## src/rtl/one_hot_mux.sv

```systemverilog
// ---------------------------------------------------------------------------
// one_hot_mux
// Purpose : Selects one width_p-bit lane out of depth_p packed lanes using a
//           one-hot select vector (AND-OR form, no priority). Also provides a
//           binary index of the lowest set select bit, select-health flags,
//           a registered copy of the selected data and a sticky multi-hot
//           error flag.
// Ports   :
//   clk_i           clock for the registered outputs
//   reset_ni        asynchronous active-low reset
//   data_i          packed lanes, lane k = data_i[k*width_p +: width_p]
//   sel_one_hot_i   one-hot lane select, bit k selects lane k
//   clear_err_i     synchronous clear of the sticky error flag
//   data_o          combinational selected data (OR of all selected lanes)
//   sel_idx_o       combinational index of the lowest set select bit (0 if none)
//   none_hot_o      combinational, no select bit set
//   multi_hot_o     combinational, more than one select bit set
//   data_r_o        data_o registered on the rising clk_i edge
//   multi_hot_err_o sticky registered multi-hot flag
// ---------------------------------------------------------------------------
module one_hot_mux #(
  parameter  int width_p      = 8,
  parameter  int depth_p      = 8,
  localparam int idx_width_lp = (depth_p > 1) ? $clog2(depth_p) : 1
) (
  input  logic                         clk_i,
  input  logic                         reset_ni,
  input  logic [depth_p*width_p-1:0]   data_i,
  input  logic [depth_p-1:0]           sel_one_hot_i,
  input  logic                         clear_err_i,
  output logic [width_p-1:0]           data_o,
  output logic [idx_width_lp-1:0]      sel_idx_o,
  output logic                         none_hot_o,
  output logic                         multi_hot_o,
  output logic [width_p-1:0]           data_r_o,
  output logic                         multi_hot_err_o
);

  localparam logic [depth_p-1:0] one_lp = depth_p'(1);

  // Clearing the lowest set bit leaves something behind only when two or
  // more bits were set, which avoids a full popcount adder tree.
  function automatic logic is_multi_hot(input logic [depth_p-1:0] sel);
    return ((sel & (sel - one_lp)) != '0);
  endfunction

  // Binary index of the lowest set bit; 0 when no bit is set.
  function automatic logic [idx_width_lp-1:0] lowest_idx(input logic [depth_p-1:0] sel);
    logic [idx_width_lp-1:0] idx;
    idx = '0;
    // Scan downward so the lowest set bit is the last one written.
    for (int k = depth_p - 1; k >= 0; k--) begin
      if (sel[k]) begin
        idx = idx_width_lp'(k);
      end else begin
        idx = idx;
      end
    end
    return idx;
  endfunction

  logic [width_p-1:0]      data_s;
  logic [idx_width_lp-1:0] idx_s;
  logic                    none_s;
  logic                    multi_s;
  logic [width_p-1:0]      data_reg_r;
  logic                    err_r;

  // AND-OR lane selection plus select-health decode.
  always_comb begin
    data_s = '0;
    for (int k = 0; k < depth_p; k++) begin
      data_s = data_s | ({width_p{sel_one_hot_i[k]}} & data_i[k*width_p +: width_p]);
    end
    idx_s   = lowest_idx(sel_one_hot_i);
    none_s  = (sel_one_hot_i == '0);
    multi_s = is_multi_hot(sel_one_hot_i);
  end

  // Registered data copy and sticky multi-hot flag; clear wins over a new hit.
  always_ff @(posedge clk_i or negedge reset_ni) begin
    if (!reset_ni) begin
      data_reg_r <= '0;
      err_r      <= 1'b0;
    end else begin
      data_reg_r <= data_s;
      if (clear_err_i) begin
        err_r <= 1'b0;
      end else begin
        err_r <= err_r | multi_s;
      end
    end
  end

  assign data_o          = data_s;
  assign sel_idx_o       = idx_s;
  assign none_hot_o      = none_s;
  assign multi_hot_o     = multi_s;
  assign data_r_o        = data_reg_r;
  assign multi_hot_err_o = err_r;

endmodule

```

## config.mk

```make
export PLATFORM = sky130hd
export DESIGN_NAME = one_hot_mux
export DESIGN_NICKNAME = d
export VERILOG_FILES = /design/src/rtl/one_hot_mux.sv
export SDC_FILE = /design/constraint.sdc
export NUM_CORES = 1
export LEC_CHECK = 0
export ABC_AREA = 1
export CORE_UTILIZATION = 29
export DETAILED_ROUTE_END_ITERATION = 10
export PLACE_DENSITY = 0.93
export SLEW_MARGIN = 30
export SYNTH_ARGS = -nofsm -noshare
export SYNTH_HDL_FRONTEND = slang
export SYNTH_SLANG_ARGS = --single-unit
```

## constraint.sdc

```tcl
create_clock -name clk_i -period 1.5 [get_ports clk_i]
set_input_delay 0.15 -clock clk_i [delete_from_list [all_inputs] [get_ports clk_i]]
set_output_delay 0.15 -clock clk_i [all_outputs]
set_load 0.05 [all_outputs]
```

After elaboration in Yosys (flattened, before gate mapping)
Cells that the tools add are included.
{ "op_classes": {"bitwise_logic": 17, "order_cmp": 0, "shifts": 0, "mul": 0, "div": 0, "add_sub_neg": 1, "n_reduce_logical": 2, "n_eq_ne": 0, "mux": 9} }
{ "ops": {"columns": ["operator", "n"], "rows": [
  ["$and 8x8->8", 9],
  ["$or 8x8->8", 7],
  ["$mux 3", 8],
  ["$logic_not 8->1", 1],
  ["$reduce_bool 8->1", 1],
  ["$sub 8x1->8 const B", 1],
  ["$mux 1", 1],
  ["$or 1x1->1", 1]
]} }
{ "totals": {"rom_bits": 0, "inputBits": 75, "latch_bits": 0, "memories": 0, "wordCells": 31, "output_inout_bits": 22, "mem_bits_rw": 0, "regBits": 9} }

Logic depth before layout (Yosys ltp)
Gate-level depths: netlist (run 1).
{ "logic_depth": {"ltp_word": 8, "depth_mapped": 9, "depth_no_buf": 8} }

Worst setup path before layout (run 1)
OpenSTA, ideal clock, no wires.
{ "synth_path": {"path_type": "input-to-output", "startpoint": "in sel_one_hot_i[7]", "endpoint": "out sel_idx_o[1]", "n_path_buf": 1, "path_stages": 3, "t_arrival_ns": 1.524, "slack_ns": -0.174, "required_ns": 1.350, "cell_sequence": "buf_2 > o21ai_0 > a21boi_0"} }
{ "synth_via": {"elab_chain_cells": 8} }
{ "synth_lines": {"columns": ["element", "line", "source"], "rows": [
  ["start, declared", "29", "input logic [depth_p-1:0] sel_one_hot_i,"],
  ["$mux 3 (8 in series)", "53", "if (sel[k]) begin"],
  ["end, declared", "32", "output logic [idx_width_lp-1:0] sel_idx_o,"]
]} }
No other way between the ends.

Worst setup path after layout (run 1)
{ "layout_path": {"startpoint": "in data_i[60]", "endpoint": "out data_o[4]"} }
{ "layout_via": {"elab_chain_cells": 2} }
{ "layout_lines": {"columns": ["element", "line", "source"], "rows": [
  ["start, declared", "28", "input logic [depth_p*width_p-1:0] data_i,"],
  ["$and 8x8->8", "73", "data_s = data_s | ({width_p{sel_one_hot_i[k]}} & data_i[k*width_p +: width_p]);"],
  ["$or 8x8->8", "73", null],
  ["end, declared", "31", "output logic [width_p-1:0] data_o,"]
]} }
No other way between the ends.

==> flow_summary.toml, run 1 <==
[global_route]
grt_first_pass_wirelength_mm = 7.072
grt_max_degree = 11
grt_pass1_vias = 1555
grt_use_total_pct = 29.88
grt.overflow.total = 0
antenna_found_initial = 0

[synth]
ys_seq_area_share_pct = 27.07
synth.most_common_cell = "nand2_1"
syn_area_um2 = 832.0
synth_edf_count = 0
async_flop_share_pct = 100.0
ys_types = 19
yosys.area.top_type = "dfrtp_1"
yosys_warnings = 0
synth_cells = 126
synth_seq_cells = 9
synth_top_area_share_pct = 27.07
synth_fp_nets = 201
ys.flop_type = "dfrtp_1"
synth_area_leaders = "dfrtp_1, nand2_1, a221oi_1"
avgSynthCellArea_um2 = 6.604

[setup_path]
crit_type = "input pin to output port"
critPathMaxFanout = 2
max_stage_delay_ns = 0.43
crit_arrival_ns = 1.35
cpMaxStageDelayCell = "clkdlybuf4s50_1"
crit_path_start_kind = "input pin"
critical_path_required_ns = 1.35
crit_path_end_kind = "output port"
path_cells = "clkdlybuf4s50_1, a22o_1, a21oi_1, nand3_2, buf_12"

[timing]
period_share_pct = 100.1
hold_viol = 0
setup_viol = 1
fin_setup_tns_ns = -0.001974
skew_ns = 0
setup_slack_ns = -0.001974
fin_crit_ns = 1.502
maxSlewHeadroom_pct = 71.61
fmaxAchievable_mhz = 665.8
final_max_slew_viol_count = 0
tightest_slew_ns = 0.4245

[placed_design]
portBuffers = 96
dp_hpwl_mm = 3.204
gp_congestion = 0.7882

[outcome]
status = "finished with violations"
violations = "setup timing"

[finish]
area_growth_pct = 163.6
drive_above_1_share_pct = 31.84
final_nets = 321
fillCellCount = 162
antennaDiodeCount = 0
fin_util_pct = 80.23

[floorplan]
die-area_um2 = 3087
die_height_um = 55.57
die_w_um = 55.57
core-area_um2 = 2734
ios = 97
start_util_pct = 30.43
num_rows = 19

[clock_network]
cts_tree = "done"
numCtsBuffers = 3
clkTransAtPathRegs_ns = 0.06
clkLatencyLatePin_ns = 0.26
cts.sinks = 9
htree_levels = 1
cts_root_buffer = "clkbuf_4"
clock_path_buffers = 2
ctsHoldBuffers = 0

[pwr]
switchingPower_uw = 405.5
leakagePower_uw = 0.0009790
power.total_uw = 1112
pwr-share-clk_pct = 17.5
pwr_density_cell_nw_per_um2 = 507.2
p_int_uw = 706.9
vdd_drop_max_mv = 0.6322
power_frac_seq_pct = 23.5
p_sw_share_pct = 36.45
p_comb_share_pct = 59.0

[flow_run]
maxCapViolations = 0

[detailed_routing]
vias_per_cell = 5.156
ant_nets = 0
detail_route.iter0.violations = 45
drcViolationCount = 0
drt_wl_total_mm = 4.536
vias = 1423
first_pass_iters = 4
wire_per_inst_um = 16.43

[worst_hold_path]
hold_class = "input pin to async pin"
## per-layer routing
layer,up-vias,wire (um),global-route usage (%)
li1,665,-,-
met1,643,1673,32.16
met2,95,2355,52.50
met3,20,323,6.557
met4,0,184,18.93
met5,-,0,0
## worst max-delay path: cells and delay by family
family                 cells  cell delay, ns
AOI/OAI and AO/OA          2            0.43
buffers and inverters      2            0.61
and+or+nand+nor            1            0.16
## sequential cells by signal, summed over array words and instances, names as in the netlist
register	count
data_r_o	8
multi_hot_err_o	1
## final cells by class
cell class                      instances  area (um2)  share of cell area [%]
Clock buffer                            4       26.28                   1.198
Timing Repair Buffer                  123        1260                   57.44
Tap cell                               31       38.79                   1.768
Sequential cell                         9       225.2                   10.27
Inverter                                9       33.78                   1.540
Multi-Input combinational cell        100       609.3                   27.78
## cell families (layout without fill, tap and decap cells)
logic type | count (synthesis) | count (layout) | synth area share (%)
simple gates | 72 | 72 | 37.14
buf+inv | 17 | 136 | 11.43
flops | 9 | 9 | 27.07
compound gates | 28 | 28 | 24.36
## final timing paths
path	startpoint	end	slack, ns	cells past startpoint
worst max-delay path	data_i[60]	data_o[4]	-0.002	5
worst min-delay path	reset_ni	data_r_o[4]$_DFF_PN0_	0.18	1
worst max register to register	multi_hot_err_o$_DFF_PN0_	multi_hot_err_o$_DFF_PN0_	0.76	4
worst min register to register	multi_hot_err_o$_DFF_PN0_	multi_hot_err_o$_DFF_PN0_	0.63	4
max in group asynchronous	reset_ni	data_r_o[1]$_DFF_PN0_	1.02	1
min in group clk_i	sel_one_hot_i[7]	data_r_o[1]$_DFF_PN0_	0.43	5
## through the flow
step	hold slack, ns	setup slack, ns	std cells	instance area (um2)
floorplan	-0.1456	0.07819	126	837.1
global placement	0.4634	-0.2464	263	1968
detailed placement	0.4767	-0.3431	263	1968
CTS	0.2005	-0.01123	276	2140
global route	0.2057	-0.01758	276	2193
finish	0.1845	-0.001974	276	2193
## placed cells by master (no fill, tap or decap)
cell type,instances
nor2_1,9
nand2_1,44
buf_4,29
o21ai_1,2
inv_1,7
clkbuf_1,1
nor2_4,4
nand3_2,4
a21oi_1,7
nor3_2,1
dfrtp_1,9
clkbuf_4,3
a21oi_2,2
clkdlybuf4s50_1,66
inv_2,2
nor2_2,1
buf_12,8
buf_8,1
a21boi_1,1
a22o_1,7
nand3_1,6
nand2_2,3
a221oi_1,1
buf_2,1
a221oi_2,8
bufbuf_16,1
buf_6,9
clkbuf_2,1
clkdlybuf4s15_1,1
dlygate4sd2_1,6
## power by group through the flow
stage,clock (uW),sequential (uW),combinational (uW)
global placement,0,264,572
finish,194,261,657
detailed placement,0,266,584
floorplan,0,312,191
CTS,188,261,626
global route,215,262,690
## repair_timing
| item | CTS | global route |
|---|---|---|
| cloned | 2 | 0 |
| endpoints found under the setup margin | 13 | 10 |
| gates resized for setup | 28 | 16 |
| pin swaps | 11 | 11 |
| buffers inserted | 7 | 0 |
Note: power is estimated with default switching activity, not from simulation.
==> inputs of run 2 (changes only) <==
- SKIP_LAST_GASP: default -> 1
==> results of run 2 <==
Same layout as run 1: the final DEF is identical, and so are final timing and power.
==> inputs of run 3 (changes only) <==
- HOLD_SLACK_MARGIN: default -> 0.02
==> results of run 3 <==
Same layout as run 1: the final DEF is identical, and so are final timing and power.
